**config.mk**
```make
export PLATFORM = sky130hd
export DESIGN_NAME = run_length_detector_flat
export DESIGN_NICKNAME = d
export VERILOG_FILES = /design/src/rtl/run_length_detector_if.sv /design/src/rtl/run_length_detector.sv /design/src/flat_wrapper.sv
export SDC_FILE = /design/constraint.sdc
export NUM_CORES = 1
export LEC_CHECK = 0
export BUFFER_PORTS_ARGS = -buffer_cell sky130_fd_sc_hd__clkbuf_2
export CORE_ASPECT_RATIO = 0.9
export CORE_MARGIN = 1
export CORE_UTILIZATION = 30
export CTS_BUF_LIST = sky130_fd_sc_hd__clkbuf_2 sky130_fd_sc_hd__clkbuf_4 sky130_fd_sc_hd__clkbuf_8
export DETAILED_ROUTE_END_ITERATION = 8
export SETUP_SLACK_MARGIN = 0.4
export SLEW_MARGIN = 20
export SYNTH_ARGS = -nofsm -noshare
export SYNTH_HDL_FRONTEND = slang
export SYNTH_SLANG_ARGS = --single-unit
```
**constraint.sdc**
```tcl
create_clock -name clk -period 1.8 [get_ports clk]
set_input_delay 0.27 -clock clk [delete_from_list [all_inputs] [get_ports clk]]
set_output_delay 0.27 -clock clk [all_outputs]
set_load 0.1 [all_outputs]
```
**src/rtl/run_length_detector_if.sv**
```systemverilog
`default_nettype none
// ============================================================================
//  Module   : run_length_detector_if
//  Purpose  : Bundles the serial-input sample stream (en, x) and the
//             run-length report (y, y_valid, sat, evt_cnt) of the
//             run_length_detector.
//  Ports    : master - stream source / report consumer (drives en, x)
//             slave  - the detector (drives y, y_valid, sat, evt_cnt)
//  Revision : 1.0 - initial release
// ============================================================================
interface run_length_detector_if #(
   parameter int CNT_W = 2,
   parameter int EVT_W = 8
);
   logic             en;
   logic             x;
   logic [CNT_W-1:0] y;
   logic             y_valid;
   logic             sat;
   logic [EVT_W-1:0] evt_cnt;

   modport master (
      output en, x,
      input  y, y_valid, sat, evt_cnt
   );

   modport slave (
      input  en, x,
      output y, y_valid, sat, evt_cnt
   );
endinterface
`default_nettype wire

```
**src/rtl/run_length_detector.sv**
```systemverilog
`default_nettype none
// ============================================================================
//  Module   : run_length_detector
//  Purpose  : Serial run-length detector. Watches x for a 0 preamble followed
//             by a run of 1s and, on the terminating 0, reports the run
//             length (saturated at MAX_RUN, filtered below MIN_RUN).
//  Ports    : clk  - clock, all state updates on posedge
//             rst  - synchronous active-high reset
//             bus  - slave modport: en/x in, y/y_valid/sat/evt_cnt out
//  Revision : 1.0 - initial release
// ============================================================================
module run_length_detector #(
   parameter int CNT_W     = 2,
   parameter int MAX_RUN   = 3,
   parameter int MIN_RUN   = 1,
   parameter int DROP_OVER = 0,
   parameter int EVT_W     = 8
) (
   input  logic                  clk,
   input  logic                  rst,
   run_length_detector_if.slave  bus
);

   // ------------------------------------------------------------------
   // Elaboration-time parameter legality checks
   // ------------------------------------------------------------------
   if ((MAX_RUN < 1) || (MAX_RUN > (2**CNT_W) - 1)) begin : g_bad_max_run
      $error("run_length_detector: MAX_RUN must be in 1..2^CNT_W-1");
   end
   if ((MIN_RUN < 1) || (MIN_RUN > MAX_RUN)) begin : g_bad_min_run
      $error("run_length_detector: MIN_RUN must be in 1..MAX_RUN");
   end

   localparam logic [CNT_W-1:0] C_MAX_RUN = CNT_W'(MAX_RUN);
   localparam logic [CNT_W-1:0] C_MIN_RUN = CNT_W'(MIN_RUN);
   localparam logic [CNT_W-1:0] C_ONE     = CNT_W'(1);
   localparam logic [EVT_W-1:0] C_EVT_ONE = EVT_W'(1);

   typedef enum logic [1:0] {
      S_IDLE  = 2'd0,   // no preamble seen yet
      S_ARMED = 2'd1,   // 0 seen, waiting for the first 1
      S_RUN   = 2'd2    // counting 1s
   } state_t;

   state_t           state_q, state_d;
   logic [CNT_W-1:0] run_q,   run_d;
   logic             ovf_q,   ovf_d;
   logic [CNT_W-1:0] y_q,     y_d;
   logic             valid_q, valid_d;
   logic             sat_q,   sat_d;
   logic [EVT_W-1:0] evt_q,   evt_d;

   always_comb begin
      state_d = state_q;
      run_d   = run_q;
      ovf_d   = ovf_q;
      y_d     = y_q;
      valid_d = 1'b0;
      sat_d   = sat_q;
      evt_d   = evt_q;

      case (state_q)
         S_IDLE: begin
            if (bus.en && !bus.x) begin
               state_d = S_ARMED;
            end
         end
         S_ARMED: begin
            if (bus.en && bus.x) begin
               state_d = S_RUN;
               run_d   = C_ONE;
               ovf_d   = 1'b0;
            end
         end
         S_RUN: begin
            if (bus.en) begin
               if (bus.x) begin
                  // Run counter saturates; ovf remembers that a 1 arrived
                  // while already at MAX_RUN.
                  if (run_q < C_MAX_RUN) begin
                     run_d = run_q + C_ONE;
                  end else begin
                     ovf_d = 1'b1;
                  end
               end else begin
                  // Terminating 0 is also the preamble of the next run.
                  state_d = S_ARMED;
                  if (ovf_q) begin
                     if (DROP_OVER == 0) begin
                        y_d     = C_MAX_RUN;
                        sat_d   = 1'b1;
                        valid_d = 1'b1;
                        evt_d   = evt_q + C_EVT_ONE;
                     end
                  end else if (run_q >= C_MIN_RUN) begin
                     y_d     = run_q;
                     sat_d   = 1'b0;
                     valid_d = 1'b1;
                     evt_d   = evt_q + C_EVT_ONE;
                  end
               end
            end
         end
         default: begin
            // Unused encoding: recover regardless of en.
            state_d = S_IDLE;
         end
      endcase
   end

   always_ff @(posedge clk) begin
      if (rst) begin
         state_q <= S_IDLE;
         run_q   <= '0;
         ovf_q   <= 1'b0;
         y_q     <= '0;
         valid_q <= 1'b0;
         sat_q   <= 1'b0;
         evt_q   <= '0;
      end else begin
         state_q <= state_d;
         run_q   <= run_d;
         ovf_q   <= ovf_d;
         y_q     <= y_d;
         valid_q <= valid_d;
         sat_q   <= sat_d;
         evt_q   <= evt_d;
      end
   end

   assign bus.y       = y_q;
   assign bus.y_valid = valid_q;
   assign bus.sat     = sat_q;
   assign bus.evt_cnt = evt_q;

endmodule
`default_nettype wire

```
**src/flat_wrapper.sv**
```systemverilog
// flat-port wrapper written by rule: the top's interface ports become plain ports
module run_length_detector_flat 
#(
   parameter int CNT_W     = 2,
   parameter int MAX_RUN   = 3,
   parameter int MIN_RUN   = 1,
   parameter int DROP_OVER = 0,
   parameter int EVT_W     = 8
)
  (clk, rst, bus_en, bus_x, bus_y, bus_y_valid, bus_sat, bus_evt_cnt);
  run_length_detector_if #(.CNT_W(CNT_W), .EVT_W(EVT_W)) bus_i ();
  input  logic clk;
  input  logic rst;
  input wire logic [$bits(bus_i.en)-1:0] bus_en;
  input wire logic [$bits(bus_i.x)-1:0] bus_x;
  output wire logic [$bits(bus_i.y)-1:0] bus_y;
  output wire logic [$bits(bus_i.y_valid)-1:0] bus_y_valid;
  output wire logic [$bits(bus_i.sat)-1:0] bus_sat;
  output wire logic [$bits(bus_i.evt_cnt)-1:0] bus_evt_cnt;
  assign bus_i.en = bus_en;
  assign bus_i.x = bus_x;
  assign bus_y = bus_i.y;
  assign bus_y_valid = bus_i.y_valid;
  assign bus_sat = bus_i.sat;
  assign bus_evt_cnt = bus_i.evt_cnt;
  run_length_detector #(.CNT_W(CNT_W), .MAX_RUN(MAX_RUN), .MIN_RUN(MIN_RUN), .DROP_OVER(DROP_OVER), .EVT_W(EVT_W)) u_core (.clk(clk), .rst(rst), .bus(bus_i));
endmodule
```
Word-level counts from Yosys, hierarchy flattened

Cells that the tools add are included.

Latch bits: 0
Bits in registers: 17
Logic and storage cells: 57
Output and inout bits: 12
RAM bits: 0
Bits in read-only memories: 0
Input port bits: 4
Memories kept: 0

Add/subtract/negate cells: 2
Order comparisons: 2
Reduce and logical (&&, ||, !) cells: 11
Divide/modulo/power cells: 0
Multipliers: 0
Bitwise logic cells: 3
Equal/unequal tests: 9
Mux-type cells: 23
Shift-type cells: 0

Operator list:

| kind                | count |
|---|---|
| $mux 2              | 10 |
| $mux 8              | 2 |
| $reduce_and 5->1    | 2 |
| $add 8x1->8 const B | 1 |
| $mux 1              | 8 |
| $ne 2x2->1 const B  | 4 |
| $reduce_and 4->1    | 2 |
| $ne 2x1->1 const B  | 3 |
| $pmux 2 s3          | 1 |
| $pmux 2 s2          | 1 |
| $reduce_bool 2->1   | 2 |
| $reduce_or 4->1     | 1 |
| $not 1->1           | 3 |
| $add 2x1->2 const B | 1 |
| $eq 2x1->1 const B  | 1 |
| $eq 2x2->1 const B  | 1 |
| $ge 2x1->1 const B  | 1 |
| $logic_and 1x1->1   | 2 |
| $logic_not 2->1     | 1 |
| $lt 2x2->1 const B  | 1 |
| $pmux 1 s2          | 1 |
| $logic_not 1->1     | 1 |

Longest topological paths before layout

Word-level depth: 5
Mapped depth: 6
Mapped depth without buffers: 5

Worst setup path before layout

No wires, ideal clock.

Kind: register to register
Start: register u_core.evt_q[0] (netlist: u_core.bus.evt_cnt[0])
End: register u_core.evt_q[4] (netlist: u_core.bus.evt_cnt[4])
Data arrival time: 1.952 ns
Path buffers: 0
Cell stages (with the launch flop): 5
Required time: 1.729 ns
Setup slack: -0.223 ns
Cell sequence: dfxtp_1 > ha_1 > nand3_1 > or4_1 > a21oi_1

Longest elaborated chain between the ends: 3

RTL lines:

| element                | line                                                 | source |
|---|---|---|
| from (decl)            | run_length_detector.sv:51                            | `logic [EVT_W-1:0] evt_q, evt_d;` |
| from (signal assigned) | run_length_detector.sv:127                           | `evt_q <= evt_d;` |
| $add 8x1->8 (*)        | run_length_detector.sv:93, run_length_detector.sv:99 |  |
| $mux 8                 | run_length_detector.sv:95                            | `end else if (run_q >= C_MIN_RUN) begin` |
| $mux 8 (*)             | run_length_detector.sv:88                            | `if (ovf_q) begin` |

Mark *: on every way between the ends. The rest lies on a longest branch, timed or not. The select of a mux whose other input is x is not followed.
A chain may end at the register's enable or synchronous reset.

Worst setup path after layout

Start: register u_core.run_q[0]
End: register u_core.evt_q[5] (netlist: u_core.bus.evt_cnt[5])

Longest elaborated chain between the ends: 3

RTL lines:

| element                            | line                       | source |
|---|---|---|
| from (decl)                        | run_length_detector.sv:46  | `logic [CNT_W-1:0] run_q, run_d;` |
| from (signal assigned)             | run_length_detector.sv:122 | `run_q <= run_d;` |
| $ge 2x1->1                         | run_length_detector.sv:95  |  |
| $reduce_bool 2->1 (no source line) | -                          |  |
| $reduce_and 4->1 (no source line)  | -                          |  |

Every way passes these cells.

==> summary.md <==
| Metric | Value |
|---|---|
| Outcome | complete, no violations |
| Proportion of layout cells with a drive suffix above 1 | 45.1% |
| Most used standard cell by instance count after synthesis | dfxtp_1 |
| Quantity of I/O buffers inserted on ports | 15 |
| Period minus WS final | 1.42 ns |
| Capturing element type of the critical path | flip-flop |
| Share of synthesized registers carrying an async set or reset | 0% |
| Number of diodes added for antenna fixing | 0 |
| Most frequently used flop master after synthesis | dfxtp_1 |
| Post-Synthesis Net Count | 103 |
| RePlAce Congestion | 0.725 |
| Setup skew after layout | 0.00376 ns |
| Worst min-delay path startpoint | bus_x |
| Antenna violations before repair | 0 |
| EDFF count, synth | 0 |
| Detailed Route WL | 1970 um |
| Worst-path fanout max | 6 |
| Final critical-path share of the clock period | 78.7% |
| Number of distinct library cells after synthesis | 33 |
| Beginning of the critical path | u_core.run_q[0] |
| Count of H-tree levels built during CTS | 1 |
| Starting Density | 31.5% |
| Post-synthesis area per instance | 8.95 sq um |
| Via count of the first global-routing pass | 665 |
| Total clock sinks | 17 |
| Global-route wire length before repair | 3060 um |
| Final HPWL DP | 1330 um |
| Core area | 2730 sq um |
| Top cells by instance count after synthesis | dfxtp_1, a21oi_1, inv_1, nand3_1 |
| Area overhead of the layout relative to synthesis | 38.0% |
| Iteration-0 DRC count of the detailed router | 14 |
| All-Layer GR Usage | 13.7% |
| Clock tree from TritonCTS | done |
| Largest cells by area after synthesis | dfxtp_1, a21oi_1, ha_1 |
| Signal arrival time at the worst endpoint | 1.61 ns |
| Total via count after detailed routing | 806 |
| Layout fillers | 273 |
| Seq/Total Area, Yosys | 39.6% |
| Worst Tran Pin Value | 0.538 ns |
| Nets | 130 |
| Floorplan die width | 58.4 um |
| Post-detailed-route wirelength per cell | 12.2 um |
| Post-synth top area share | 39.6% |
| Sequence of cells on the critical path | inv_2 > ha_4 > nor2b_4 > nor4_2 > mux2_1 |
| Number of synthesized register bits | 17 |
| Buffers & Inverters on Critical Path | 1 |
| Clock-pin transition on the worst setup and hold timing paths | 0.10 ns |
| Largest net degree at the start of global routing | 22 |
| Root buffer selected by CTS | clkbuf_4 |
| Number of standard cells after synthesis | 96 |
| Kind of launch point of the worst setup path | flip-flop |
| First-pass iteration count of the detailed router | 4 |
| Height of the chip | 52.8 um |
| Peak Freq | 706 MHz |
| Setup repair after global routing missed its margin | yes |
| Clock Path Buffers | 2 |
| Row Count | 18 |
| Crit-path max cell delay | 0.38 ns |
| Worst flop-to-flop path startpoint | u_core.run_q[0] |
| Count of endpoints failing setup in the final report | 0 |
| Max-capacitance violation count | 0 |
| Post-synth design cell area | 860 sq um |
| Type of the tightest min-delay check | input port to flip-flop |
| Die Outline Area | 3080 sq um |
| Relative slew slack | 64.3% |
| Number of pins with negative max-slew slack in the final report | 0 |
| Total overflow reported by the global router | 0 |
| Post-detailed-route DRC marker count | 0 |
| Vias per std cell | 4.98 |
| CP Class | flip-flop to flip-flop |
| Total Negative Setup Slacks | 0 ns |
| Number of warnings reported in the yosys synthesis log | 0 |
| Worst skew pair latency | 0.30 ns |
| Routed Antenna Nets | 0 |
| Leak pwr | 0.456 nW |
| Yosys top cell by area | dfxtp_1 |
| Endpoint required time on the critical path | 1.99 ns |
| Maximum VDD drop | 301 uV |
| Post-route worst hold slack | 0.372 ns |
| Family with the most delay on the worst path | simple AND/OR/NAND/NOR gates |
| Final number of hold-violating endpoints | 0 |
| Top-level I/O count | 16 |
| Standard cell with the maximum stage delay on the critical path | dfxtp_4 |
| Pwr/cell area | 554 nW/um^2 |
| Number of buffers created by CTS | 3 |
## routing by layer
| metal | part of all wire, % | vias up | wire length (um) | GRT usage (%) |
|---|---|---|---|---|
| met5 | 0 | - | 0 | 0 |
| met3 | 6.6 | 3 | 130 | 5.43 |
| met4 | 0.91 | 0 | 18 | 4.76 |
| met1 | 46 | 370 | 909 | 15.5 |
| li1 | - | 411 | - | - |
| met2 | 46 | 22 | 912 | 23.4 |
## cell families (layout without fill, tap and decap cells)
| logic type | count (synthesis) | in the layout | synth area share, % |
|---|---|---|---|
| buffers and inverters | 10 | 36 | 5.39 |
| AND/OR/NAND/NOR | 39 | 39 | 28.5 |
| flip-flops | 17 | 17 | 39.6 |
| AO/OA/AOI/OAI | 22 | 22 | 15.7 |
| adder cells (fa/ha/maj) | 3 | 3 | 4.37 |
| multiplexers | 5 | 5 | 6.40 |
## through the flow
stage / util [%] / cell area, sq um / worst slack, ns / total power [mW] / instances
3_5_place_dp: 37.6 / 1020 / 0.270 / 0.426 / 148
6_report: 43.5 / 1190 / 0.383 / 0.657 / 162
3_3_place_gp: 37.6 / 1020 / 0.302 / 0.425 / 148
4_1_cts: 42.0 / 1140 / 0.349 / 0.669 / 158
5_1_grt: 43.5 / 1190 / 0.338 / 0.688 / 162
2_1_floorplan: - / 921 / 0.313 / 0.416 / 96
## report_power, final
part	internal, mW	switching, mW	leakage, nW
clock	0.101	0.124	0.0184
sequential	0.366	0.00434	0.146
combinational	0.0290	0.0319	0.292
total	0.497	0.160	0.456
## layout by cell type, fill, tap and decap left out, types with 2 or more instances in the layout
cell type and count:
buf_2 2, o21ai_0 5, nand3_1 6, dfxtp_4 10, nor4_1 2, nor3_1 3
o31ai_1 2, mux2_2 3, inv_2 2, clkbuf_4 13, inv_1 4, nand4_1 2
clkbuf_2 4, nand2_1 4, buf_4 10, or4_1 2, ha_1 2, dfxtp_1 6
nand2b_1 2, or3_1 2, nor2_1 4, nor4_2 2, nor2b_1 4, a21oi_1 9
## flip-flops by register name (all words and copies together), names as in the netlist
name	count
u_core.bus.evt_cnt	8
u_core.bus.y	2
u_core.run_q	2
u_core.state_q	2
u_core.bus.sat	1
u_core.bus.y_valid	1
u_core.ovf_q	1
## what timing repair did
action / in CTS / in global routing
gates cloned: 0 / 0
hold buffers: 0 / 0
setup buffers: 6 / 4
setup endpoints to repair: 15 / 11
pin swaps: 3 / 3
gates resized for setup: 14 / 6
## cell type report
class	instances	area (sq um)	share of cell area (%)
multi-input combinational	69	520	43.9
sequential	17	379	32.0
timing repair buffer	26	184	15.5
tap	40	50.0	4.22
clock buffer	4	30.0	2.53
inverter	6	22.5	1.90
## path summary, 6_finish.rpt
check                                             end  slack [ns]  cells after the start
worst max-delay path            u_core.bus.evt_cnt[5]        0.38                      5
worst min-delay path                u_core.state_q[0]        0.37                      4
worst max register to register  u_core.bus.evt_cnt[5]        0.38                      5
worst min register to register         u_core.bus.sat        0.48                      2
## worst register-to-register path: cells and delay by family (launching register included)
kind | cells | cell delay, ns
fa+ha+maj | 1 | 0.15
mux | 1 | 0.34
flops | 1 | 0.38
simple gates | 2 | 0.40
buf+inv | 1 | 0.05
Note: power is estimated with default switching activity, not from simulation.
